### src/rtl/feature_col_feeder_pkg.sv
// ---------------------------------------------------------------------------
// feature_col_feeder_pkg
// Shared network parameters for the feature column feeder: channel count,
// kernel sizes, pixel width, kernel-mode encodings and the feeder FSM state
// encoding. Imported by feature_col_feeder and col_addr_gen.
// ---------------------------------------------------------------------------
package feature_col_feeder_pkg;

    localparam int Tn            = 4;
    localparam int KERNEL_SIZE   = 5;
    localparam int KERNEL_SIZE_3 = 3;
    localparam int FEATURE_WIDTH = 16;
    localparam int ADDR_WIDTH    = 12;
    localparam int CNT_WIDTH     = 10;

    localparam logic KERNEL_SIZE_5_MODE = 1'b0;
    localparam logic KERNEL_SIZE_3_MODE = 1'b1;

    typedef enum logic [2:0] {
        ST_IDLE  = 3'd0,
        ST_ISSUE = 3'd1,
        ST_FETCH = 3'd2,
        ST_WAIT  = 3'd3,
        ST_FIN   = 3'd4
    } feeder_state_t;

    // Number of columns streamed per window for a given kernel mode.
    function automatic int kernel_cols(input logic mode);
        return (mode == KERNEL_SIZE_3_MODE) ? KERNEL_SIZE_3 : KERNEL_SIZE;
    endfunction

endpackage

### src/rtl/col_addr_gen.sv
// ---------------------------------------------------------------------------
// col_addr_gen
// Window/column address bookkeeping for the feature column feeder.
// Owns the window start address, the column counter inside a window, the
// window index and (optionally) the zero-pad comparison.
//
// Ports:
//   clk, rst        clock, asynchronous active-high reset
//   init            latch job config, clear counters (start accepted in IDLE)
//   col_step        one column read issued this cycle
//   win_step        window finished (shift_done accepted in WAIT)
//   base_addr       address of column 0 of window 0
//   win_stride      address step between windows
//   num_windows     windows in the job
//   img_width       valid column count (zero-pad build only)
//   col_addr        win_addr + col, wraps modulo 2^ADDR_WIDTH
//   col             columns issued so far in the current window
//   last_win        current window is the last one of the job
//   pad_hit         current column lies beyond img_width
//
// Build option: FEATURE_COL_FEEDER_ZERO_PAD_EN enables pad_hit; otherwise
// pad_hit is tied low and img_width is ignored.
// ---------------------------------------------------------------------------
module col_addr_gen
    import feature_col_feeder_pkg::*;
#(
    parameter int ADDR_WIDTH = feature_col_feeder_pkg::ADDR_WIDTH,
    parameter int CNT_WIDTH  = feature_col_feeder_pkg::CNT_WIDTH
) (
    input  logic                  clk,
    input  logic                  rst,
    input  logic                  init,
    input  logic                  col_step,
    input  logic                  win_step,
    input  logic [ADDR_WIDTH-1:0] base_addr,
    input  logic [ADDR_WIDTH-1:0] win_stride,
    input  logic [CNT_WIDTH-1:0]  num_windows,
    input  logic [CNT_WIDTH-1:0]  img_width,
    output logic [ADDR_WIDTH-1:0] col_addr,
    output logic [CNT_WIDTH-1:0]  col,
    output logic                  last_win,
    output logic                  pad_hit
);

    logic [ADDR_WIDTH-1:0] win_addr;
    logic [ADDR_WIDTH-1:0] stride_q;
    logic [CNT_WIDTH-1:0]  nw_q;
    logic [CNT_WIDTH-1:0]  win_idx;

    always_ff @(posedge clk or posedge rst) begin
        if (rst) begin
            win_addr <= '0;
            stride_q <= '0;
            nw_q     <= '0;
            win_idx  <= '0;
            col      <= '0;
        end else if (init) begin
            win_addr <= base_addr;
            stride_q <= win_stride;
            nw_q     <= num_windows;
            win_idx  <= '0;
            col      <= '0;
        end else begin
            if (col_step) begin
                col <= col + CNT_WIDTH'(1);
            end
            if (win_step) begin
                col      <= '0;
                win_idx  <= win_idx + CNT_WIDTH'(1);
                win_addr <= win_addr + stride_q;
            end
        end
    end

    assign col_addr = win_addr + ADDR_WIDTH'(col);
    assign last_win = ((win_idx + CNT_WIDTH'(1)) == nw_q);

`ifdef FEATURE_COL_FEEDER_ZERO_PAD_EN
    // Column position in image coordinates is win_idx*win_stride + col,
    // kept as a running sum wide enough that it never wraps within a job.
    localparam int POS_W = ADDR_WIDTH + CNT_WIDTH;

    logic [POS_W-1:0]     pos_base;
    logic [CNT_WIDTH-1:0] img_q;

    always_ff @(posedge clk or posedge rst) begin
        if (rst) begin
            pos_base <= '0;
            img_q    <= '0;
        end else if (init) begin
            pos_base <= '0;
            img_q    <= img_width;
        end else if (win_step) begin
            pos_base <= pos_base + POS_W'(stride_q);
        end
    end

    assign pad_hit = ((pos_base + POS_W'(col)) >= POS_W'(img_q));
`else
    logic unused_img_width;
    assign unused_img_width = ^img_width;
    assign pad_hit          = 1'b0;
`endif

endmodule

### src/rtl/feature_col_feeder.sv
// ---------------------------------------------------------------------------
// feature_col_feeder
// Upstream stage of the kernel-window vertical shift register. For each
// window it pulses enable, reads K consecutive feature columns from the
// feature buffer and streams them onto dia_0 or dia_1 (ping-pong per
// window), then waits for shift_done before moving to the next window.
//
//   state | meaning
//   IDLE  | waiting for start; empty jobs finish here with job_done
//   ISSUE | enable pulse to the shift stage, in_select already valid
//   FETCH | K column reads, rd_addr = win_addr + col
//   WAIT  | last column lands on dia; hold until shift_done
//   FIN   | job_done pulse, busy low
//
// Ports:
//   clk, rst                      clock, asynchronous active-high reset
//   start                         begin a job (ignored unless IDLE)
//   kn_size_mode                  0 = 5x5 (K=5), 1 = 3x3 (K=3)
//   base_addr, win_stride         window 0 address and window step
//   num_windows                   windows per job, 0 = empty job
//   img_width                     valid column count (zero-pad build only)
//   rd_en, rd_addr, rd_data       feature buffer read port
//   enable, in_select             window-start pulse and path select
//   dia_0, dia_1                  column streams, path 0 / path 1
//   shift_done                    shift stage finished current window
//   busy, job_done                job status
//
// Timing: with enable at cycle E, rd_en is high at E+1..E+K and column j
// appears on the selected dia at E+2+j. rd_data must carry the word at
// rd_addr during the rd_en cycle; the dia register supplies the one cycle
// of read latency. The other dia holds its value.
//
// Build option: FEATURE_COL_FEEDER_ZERO_PAD_EN zero-fills columns at or
// beyond img_width and suppresses their reads; timing is unchanged.
// ---------------------------------------------------------------------------
module feature_col_feeder
    import feature_col_feeder_pkg::*;
#(
    parameter int Tn            = feature_col_feeder_pkg::Tn,
    parameter int KERNEL_SIZE   = feature_col_feeder_pkg::KERNEL_SIZE,
    parameter int FEATURE_WIDTH = feature_col_feeder_pkg::FEATURE_WIDTH,
    parameter int ADDR_WIDTH    = feature_col_feeder_pkg::ADDR_WIDTH,
    parameter int CNT_WIDTH     = feature_col_feeder_pkg::CNT_WIDTH
) (
    input  logic                                  clk,
    input  logic                                  rst,
    input  logic                                  start,
    input  logic                                  kn_size_mode,
    input  logic [ADDR_WIDTH-1:0]                 base_addr,
    input  logic [ADDR_WIDTH-1:0]                 win_stride,
    input  logic [CNT_WIDTH-1:0]                  num_windows,
    input  logic [CNT_WIDTH-1:0]                  img_width,
    output logic                                  rd_en,
    output logic [ADDR_WIDTH-1:0]                 rd_addr,
    input  logic [Tn*KERNEL_SIZE*FEATURE_WIDTH-1:0] rd_data,
    output logic                                  enable,
    output logic                                  in_select,
    output logic [Tn*KERNEL_SIZE*FEATURE_WIDTH-1:0] dia_0,
    output logic [Tn*KERNEL_SIZE*FEATURE_WIDTH-1:0] dia_1,
    input  logic                                  shift_done,
    output logic                                  busy,
    output logic                                  job_done
);

    feeder_state_t         state;
    logic [CNT_WIDTH-1:0]  k_val;
    logic [CNT_WIDTH-1:0]  col;
    logic [ADDR_WIDTH-1:0] col_addr;
    logic                  last_win;
    logic                  pad_hit;
    logic                  fetch_more;
    logic                  slot_vld;   // a column lands in the dia register this cycle
    logic                  slot_pad;   // that column is zero-filled
    logic                  gen_init;
    logic                  gen_col_step;
    logic                  gen_win_step;

    assign fetch_more   = (col != k_val);
    assign gen_init     = (state == ST_IDLE) && start;
    assign gen_col_step = ((state == ST_ISSUE) || (state == ST_FETCH)) && fetch_more;
    assign gen_win_step = (state == ST_WAIT) && shift_done;

    col_addr_gen #(
        .ADDR_WIDTH (ADDR_WIDTH),
        .CNT_WIDTH  (CNT_WIDTH)
    ) u_col_addr_gen (
        .clk         (clk),
        .rst         (rst),
        .init        (gen_init),
        .col_step    (gen_col_step),
        .win_step    (gen_win_step),
        .base_addr   (base_addr),
        .win_stride  (win_stride),
        .num_windows (num_windows),
        .img_width   (img_width),
        .col_addr    (col_addr),
        .col         (col),
        .last_win    (last_win),
        .pad_hit     (pad_hit)
    );

    always_ff @(posedge clk or posedge rst) begin
        if (rst) begin
            state     <= ST_IDLE;
            k_val     <= '0;
            enable    <= 1'b0;
            in_select <= 1'b0;
            rd_en     <= 1'b0;
            rd_addr   <= '0;
            busy      <= 1'b0;
            job_done  <= 1'b0;
            slot_vld  <= 1'b0;
            slot_pad  <= 1'b0;
            dia_0     <= '0;
            dia_1     <= '0;
        end else begin
            enable   <= 1'b0;
            job_done <= 1'b0;
            rd_en    <= 1'b0;
            slot_vld <= 1'b0;
            slot_pad <= 1'b0;

            // in_select cannot toggle before the last column has landed,
            // so the capture always targets the window's own path.
            if (slot_vld) begin
                if (in_select) begin
                    dia_1 <= slot_pad ? '0 : rd_data;
                end else begin
                    dia_0 <= slot_pad ? '0 : rd_data;
                end
            end

            case (state)
                ST_IDLE: begin
                    if (start) begin
                        in_select <= 1'b0;
                        k_val     <= CNT_WIDTH'(kernel_cols(kn_size_mode));
                        if (num_windows == '0) begin
                            job_done <= 1'b1;
                        end else begin
                            busy   <= 1'b1;
                            enable <= 1'b1;
                            state  <= ST_ISSUE;
                        end
                    end
                end

                ST_ISSUE, ST_FETCH: begin
                    if (fetch_more) begin
                        rd_en    <= ~pad_hit;
                        rd_addr  <= col_addr;
                        slot_vld <= 1'b1;
                        slot_pad <= pad_hit;
                        state    <= ST_FETCH;
                    end else begin
                        state <= ST_WAIT;
                    end
                end

                ST_WAIT: begin
                    if (shift_done) begin
                        in_select <= ~in_select;
                        if (last_win) begin
                            busy     <= 1'b0;
                            job_done <= 1'b1;
                            state    <= ST_FIN;
                        end else begin
                            enable <= 1'b1;
                            state  <= ST_ISSUE;
                        end
                    end
                end

                ST_FIN: begin
                    state <= ST_IDLE;
                end

                default: begin
                    state <= ST_IDLE;
                end
            endcase
        end
    end

endmodule

### config.mk
export PLATFORM = sky130hd
export DESIGN_NAME = feature_col_feeder
export DESIGN_NICKNAME = d
export VERILOG_FILES = /design/src/rtl/feature_col_feeder_pkg.sv /design/src/rtl/col_addr_gen.sv /design/src/rtl/feature_col_feeder.sv
export SDC_FILE = /design/constraint.sdc
export NUM_CORES = 1
export LEC_CHECK = 0
export ABC_CLOCK_PERIOD_IN_PS = 53200
export CAP_MARGIN = 20
export CORE_AREA = 4 4 392 394
export DETAILED_ROUTE_END_ITERATION = 10
export DIE_AREA = 0 0 396 398
export PLACE_DENSITY = 0.36
export SETUP_SLACK_MARGIN = 0.15
export SLEW_MARGIN = 40
export SYNTH_ARGS = -nofsm -noshare
export SYNTH_HDL_FRONTEND = slang
export SYNTH_SLANG_ARGS = --single-unit
### constraint.sdc
create_clock -name clk -period 53.2 [get_ports clk]
set_input_delay 10.64 -clock clk [delete_from_list [all_inputs] [get_ports clk]]
set_output_delay 10.64 -clock clk [all_outputs]
set_load 0.05 [all_outputs]
# Yosys cells after proc, flatten, opt, wreduce, memory -nomap -nowiden
# Index checks and enable logic that the tools add are counted.
[word_totals]
input_bits = 369
ff_bits = 724
elab_cells = 80
[op_classes]
muxes = 34
n_bitwise = 1
eq_ne = 9
reduce_logical = 17
n_addsub = 4
[ops]
columns = ["op", "count"]
rows = [
  ["$mux 10", 5],
  ["$mux 12", 2],
  ["$add 10x1->10 const B", 2],
  ["$mux 1", 17],
  ["$mux 3", 5],
  ["$add 12x10->12", 1],
  ["$add 12x12->12", 1],
  ["$eq 10x10->1", 1],
  ["$logic_not 10->1", 1],
  ["$ne 10x10->1", 1],
  ["$pmux 3 s3", 1],
  ["$ne 2x2->1 const B", 4],
  ["$pmux 1 s2", 4],
  ["$reduce_and 2->1", 4],
  ["$eq 3x2->1 const B", 2],
  ["$reduce_and 3->1", 2],
  ["$reduce_and 5->1", 1],
  ["$reduce_bool 2->1", 2],
  ["$eq 3x1->1 const B", 1],
  ["$logic_and 1x1->1", 3],
  ["$logic_not 3->1", 1],
  ["$reduce_bool 3->1", 1],
  ["$reduce_or 2->1", 1],
  ["$logic_or 1x1->1", 1],
  ["$not 1->1", 1],
]

# Logic depth before layout (Yosys ltp)
[logic_depth]
ltp_word = 6
mapped_depth = 10

# Hierarchy
# Synthesis repeated with hierarchy kept, for this count alone.
[unflattened]
cells_unflattened = 2855
area_unflattened_um2 = 28902.7
[by_module_without_submodules]
columns = ["mod", "cells_each", "area_each_um2", "n_inst"]
rows = [
  ["feature_col_feeder", 2503, 25434.4, 1],
  ["col_addr_gen", 352, 3468.3, 1],
]

# Worst setup path before layout
# Ideal clock, no wire load.
[synth_timing]
path_type = "input to register"
start = "in shift_done"
end = "reg u_col_addr_gen.win_idx[6]"
t_arrival_ps = 11716
t_required_ps = 53070
n_path_buf = 2
stages = 7
setup_ps = 130
path_slack_ps = 41354
path_cell_list = "and3_1 -> nand2b_1 -> clkbuf_1 -> buf_1 -> nor2_1 -> o21ai_0 -> o21ai_0"
[synth_via]
elab_chain_cells = 2
[synth_lines]
columns = ["item", "line_no", "rtl"]
rows = [
  ["start, declared", "feature_col_feeder.sv:60", "input logic shift_done,"],
  ["$logic_and 1x1->1", "feature_col_feeder.sv:81", "assign gen_win_step = (state == ST_WAIT) && shift_done;"],
  ["$reduce_bool 2->1 (no source line)", "--", ""],
  ["end signal, assigned", "col_addr_gen.sv:69", "win_idx <= win_idx + CNT_WIDTH'(1);"],
  ["end, declared", "col_addr_gen.sv:48", "logic [CNT_WIDTH-1:0] win_idx;"],
]
# No other way between the ends.
# A chain may end at the register's enable or synchronous reset.

==> flow_summary.ini <==
[grt]
globalRoute.busiestLayer = met2
grt_pass1_wl_mm = 163
globalRouteOverflowTotal = 0
grt_use_total = 0.144
global_route_met3_usage = 0.0651
first_global_vias = 21378
grt_util_met1 = 0.152
grt.met2_usage = 0.252
grt_max_degree = 120
grt_antenna_before_repair = 41

[worst_setup_path]
setup_crit_start_kind = primary input
crit_type = in2async
critPathMaxFanout = 119
cp_data_required_time_ns = 53.91
worst-endpoint-arrival_ns = 14.36
timing.reg2reg.setup_slack_ns = 50.36
worstSetupEndpointType = asynchronous set/reset pin

[timing]
final.setup.tns_ns = 0
finalHoldViolCount = 0
final_max_slew_viol_count = 0
finalWorstPathRequiredPeriod_ns = 13.65
max_freq_mhz = 73.3
worst_pin_slew_ns = 0.868
worst_slack_ns = 39.55
finalCritPeriodShare = 0.257
timing.max_slew.rel_slack = 0.419
fin_worst_skew_ns = 0.0306
rsz_0062_raised_after_global_routing = false
setup_viol = 0

[hold_path]
worst_hold_path_type = reg2reg

[clocking]
cts_hold_buffers = 0
cts_max_level = 3
cts_sinks = 717
insertion_delay_ns = 0.68
clk_pin_slew_worst_paths_ns = 0.06
ctsResizeCount = 0
clock_tree_from_tritoncts = done
cts_setup_buffers = 0
ctsLongestPathBuffers = 3
cts_inserted_buffers = 94
root_buffer = sky130_fd_sc_hd__clkbuf_16

[die]
starting_density_of_the_core = 0.186
io_pins = 1026
placementRows = 142
dieWidth_um = 396
die_height_um = 398
die-area_mm2 = 0.158
fp.coreArea_mm2 = 0.150

[synthesis]
seq_area_frac_synth = 0.643
yosys.cell_count.top_type = sky130_fd_sc_hd__dfrtp_1
synth.lib_cells_used.distinct = 59
yosysWarningCount = 0
synth_top_cells_by_count = sky130_fd_sc_hd__dfrtp_1 (717), sky130_fd_sc_hd__mux2_2 (641), sky130_fd_sc_hd__nand2_1 (100)
fraction_of_registers_with_async_set_or_reset_after_synthesis = 1.00
postSynthAreaPerCell_um2 = 15.2
synth_fp_nets = 2236
most_area_consuming_cells_after_synthesis = sky130_fd_sc_hd__dfrtp_1 (64%), sky130_fd_sc_hd__mux2_2 (26%), sky130_fd_sc_hd__nand2_1 (1.3%)
synth_cells = 1842
yosys.area_share.xor_xnor = 0.0110
synth_enable_flop_cells = 0
synth_top_family_by_area = multiplexers
syn-cell-area_mm2 = 0.0279
synth.mux.area_fraction = 0.260
synth_ff_type = sky130_fd_sc_hd__dfrtp_1
synthSimpleGateAreaFrac = 0.0333
yosys.area.top_type = sky130_fd_sc_hd__dfrtp_1
share_of_yosys_cell_area_claimed_by_the_top_area_cell_type = 0.643
fraction_of_the_mapped_netlist_area_in_compound_gates = 0.0268
yosys_register_bits = 717
yosys.area_share.adder = 0.0121

[placed_design]
globalplace.congestion = 0.816
port_buffers = 1015
dp_hpwl_mm = 90.4
dp_slack_ns = 38.41

[finish]
drive_above_1_share = 0.282
nFillCells = 15323
fin_nets = 3280
area_growth_syn_to_layout_pct = 56.8

[drt]
wl_final_mm = 118
wl_per_instance_um = 23.5
detail-route-antenna-nets = 0
detailroute.via_count = 19503
dr.pass1.iters = 5
detailedRoute.firstIterationViolations = 738
drc = 0
viasPerCell = 3.90

[run_status]
status = finished clean

[job]
drv_cap = 0
flip-flops by register name, summed over array words and instances, names as in the netlist:
name and flops:
enable 1, k_val 3, state 3, rd_addr 12, slot_vld 1, job_done 1
dia_0 320, u_col_addr_gen.win_addr 12, u_col_addr_gen.win_idx 10, in_select 1, u_col_addr_gen.stride_q 12, busy 1
u_col_addr_gen.nw_q 10, u_col_addr_gen.col 10, dia_1 320
final cells by class:
type	count	area, um^2	area share
diodes	17	42.5	0.000972
inverters	12	57.6	0.00131
clock buffers	149	2880	0.0658
repair buffers	1040	10400	0.238
flip-flops and latches	717	17900	0.410
clock inverters	23	309	0.00706
well taps	2016	2520	0.0576
multi-input cells	1021	9600	0.219
worst max-delay path, cell delays in order:
cell                              delay [ns]
sky130_fd_sc_hd__clkdlybuf4s50_1        0.54
sky130_fd_sc_hd__inv_12                 0.48
sky130_fd_sc_hd__buf_4                  0.64
sky130_fd_sc_hd__buf_6                  0.60
sky130_fd_sc_hd__buf_6                  0.54
sky130_fd_sc_hd__clkbuf_8               0.67
routing by layer:
| layer | vias to the layer above | wire length (um) |
|---|---|---|
| met5 | - | 38 |
| met4 | 8 | 3810 |
| met3 | 197 | 11200 |
| met2 | 708 | 60000 |
| met1 | 9952 | 42500 |
| li1 | 8638 | - |
worst paths after layout:
kind	startpoint	endpoint	cells after the start
min in group asynchronous	rst	dia_0[86]	2
min	rd_addr[9]	rd_addr[9]	2
max in group clk	dia_1[116]	dia_1[116]	1
max reg2reg	u_col_addr_gen.win_addr[1]	u_col_addr_gen.win_addr[11]	8
max	rst	dia_0[298]	6
min reg2reg	rd_addr[9]	rd_addr[9]	2
placed cells by master, fill, tap and decap left out, types with 17 or more instances in the layout:
| cell type | synthesis | final |
|---|---|---|
| sky130_fd_sc_hd__o21ai_0 | 53 | 53 |
| sky130_fd_sc_hd__clkdlybuf4s50_1 | 0 | 1013 |
| sky130_fd_sc_hd__clkbuf_1 | 81 | 23 |
| sky130_fd_sc_hd__xnor2_1 | 20 | 20 |
| sky130_fd_sc_hd__mux2_2 | 641 | 641 |
| sky130_fd_sc_hd__diode_2 | 0 | 17 |
| sky130_fd_sc_hd__dfrtp_1 | 717 | 717 |
| sky130_fd_sc_hd__clkbuf_8 | 0 | 33 |
| sky130_fd_sc_hd__ha_1 | 23 | 23 |
| sky130_fd_sc_hd__clkbuf_16 | 0 | 94 |
| sky130_fd_sc_hd__nor2_1 | 26 | 26 |
| sky130_fd_sc_hd__nand2_1 | 100 | 99 |
metrics by stage:
stage | util | area (um^2) | hold slack, ns | instances
floorplan | - | 27900 | 0.452 | 1842
global placement | 0.270 | 40500 | 0.479 | 4804
detailed placement | 0.271 | 40500 | 0.473 | 4806
CTS | 0.292 | 43700 | 0.491 | 4978
global route | 0.292 | 43800 | 0.511 | 4992
finish | 0.292 | 43800 | 0.484 | 4995
cell families (layout without fill, tap and decap cells):
family,after synthesis,count (layout)
muxes,644,644
other,0,17
AOI/OAI and AO/OA,120,120
buffers and inverters,104,1224
xor gates and xnor gates,35,35
DFF,717,717
and+or+nand+nor,196,196
adders and majority gates,26,26
Power is left out: the tool's default activity adds up to more than one toggle a clock period on the data nets, which glitch-free logic cannot reach.
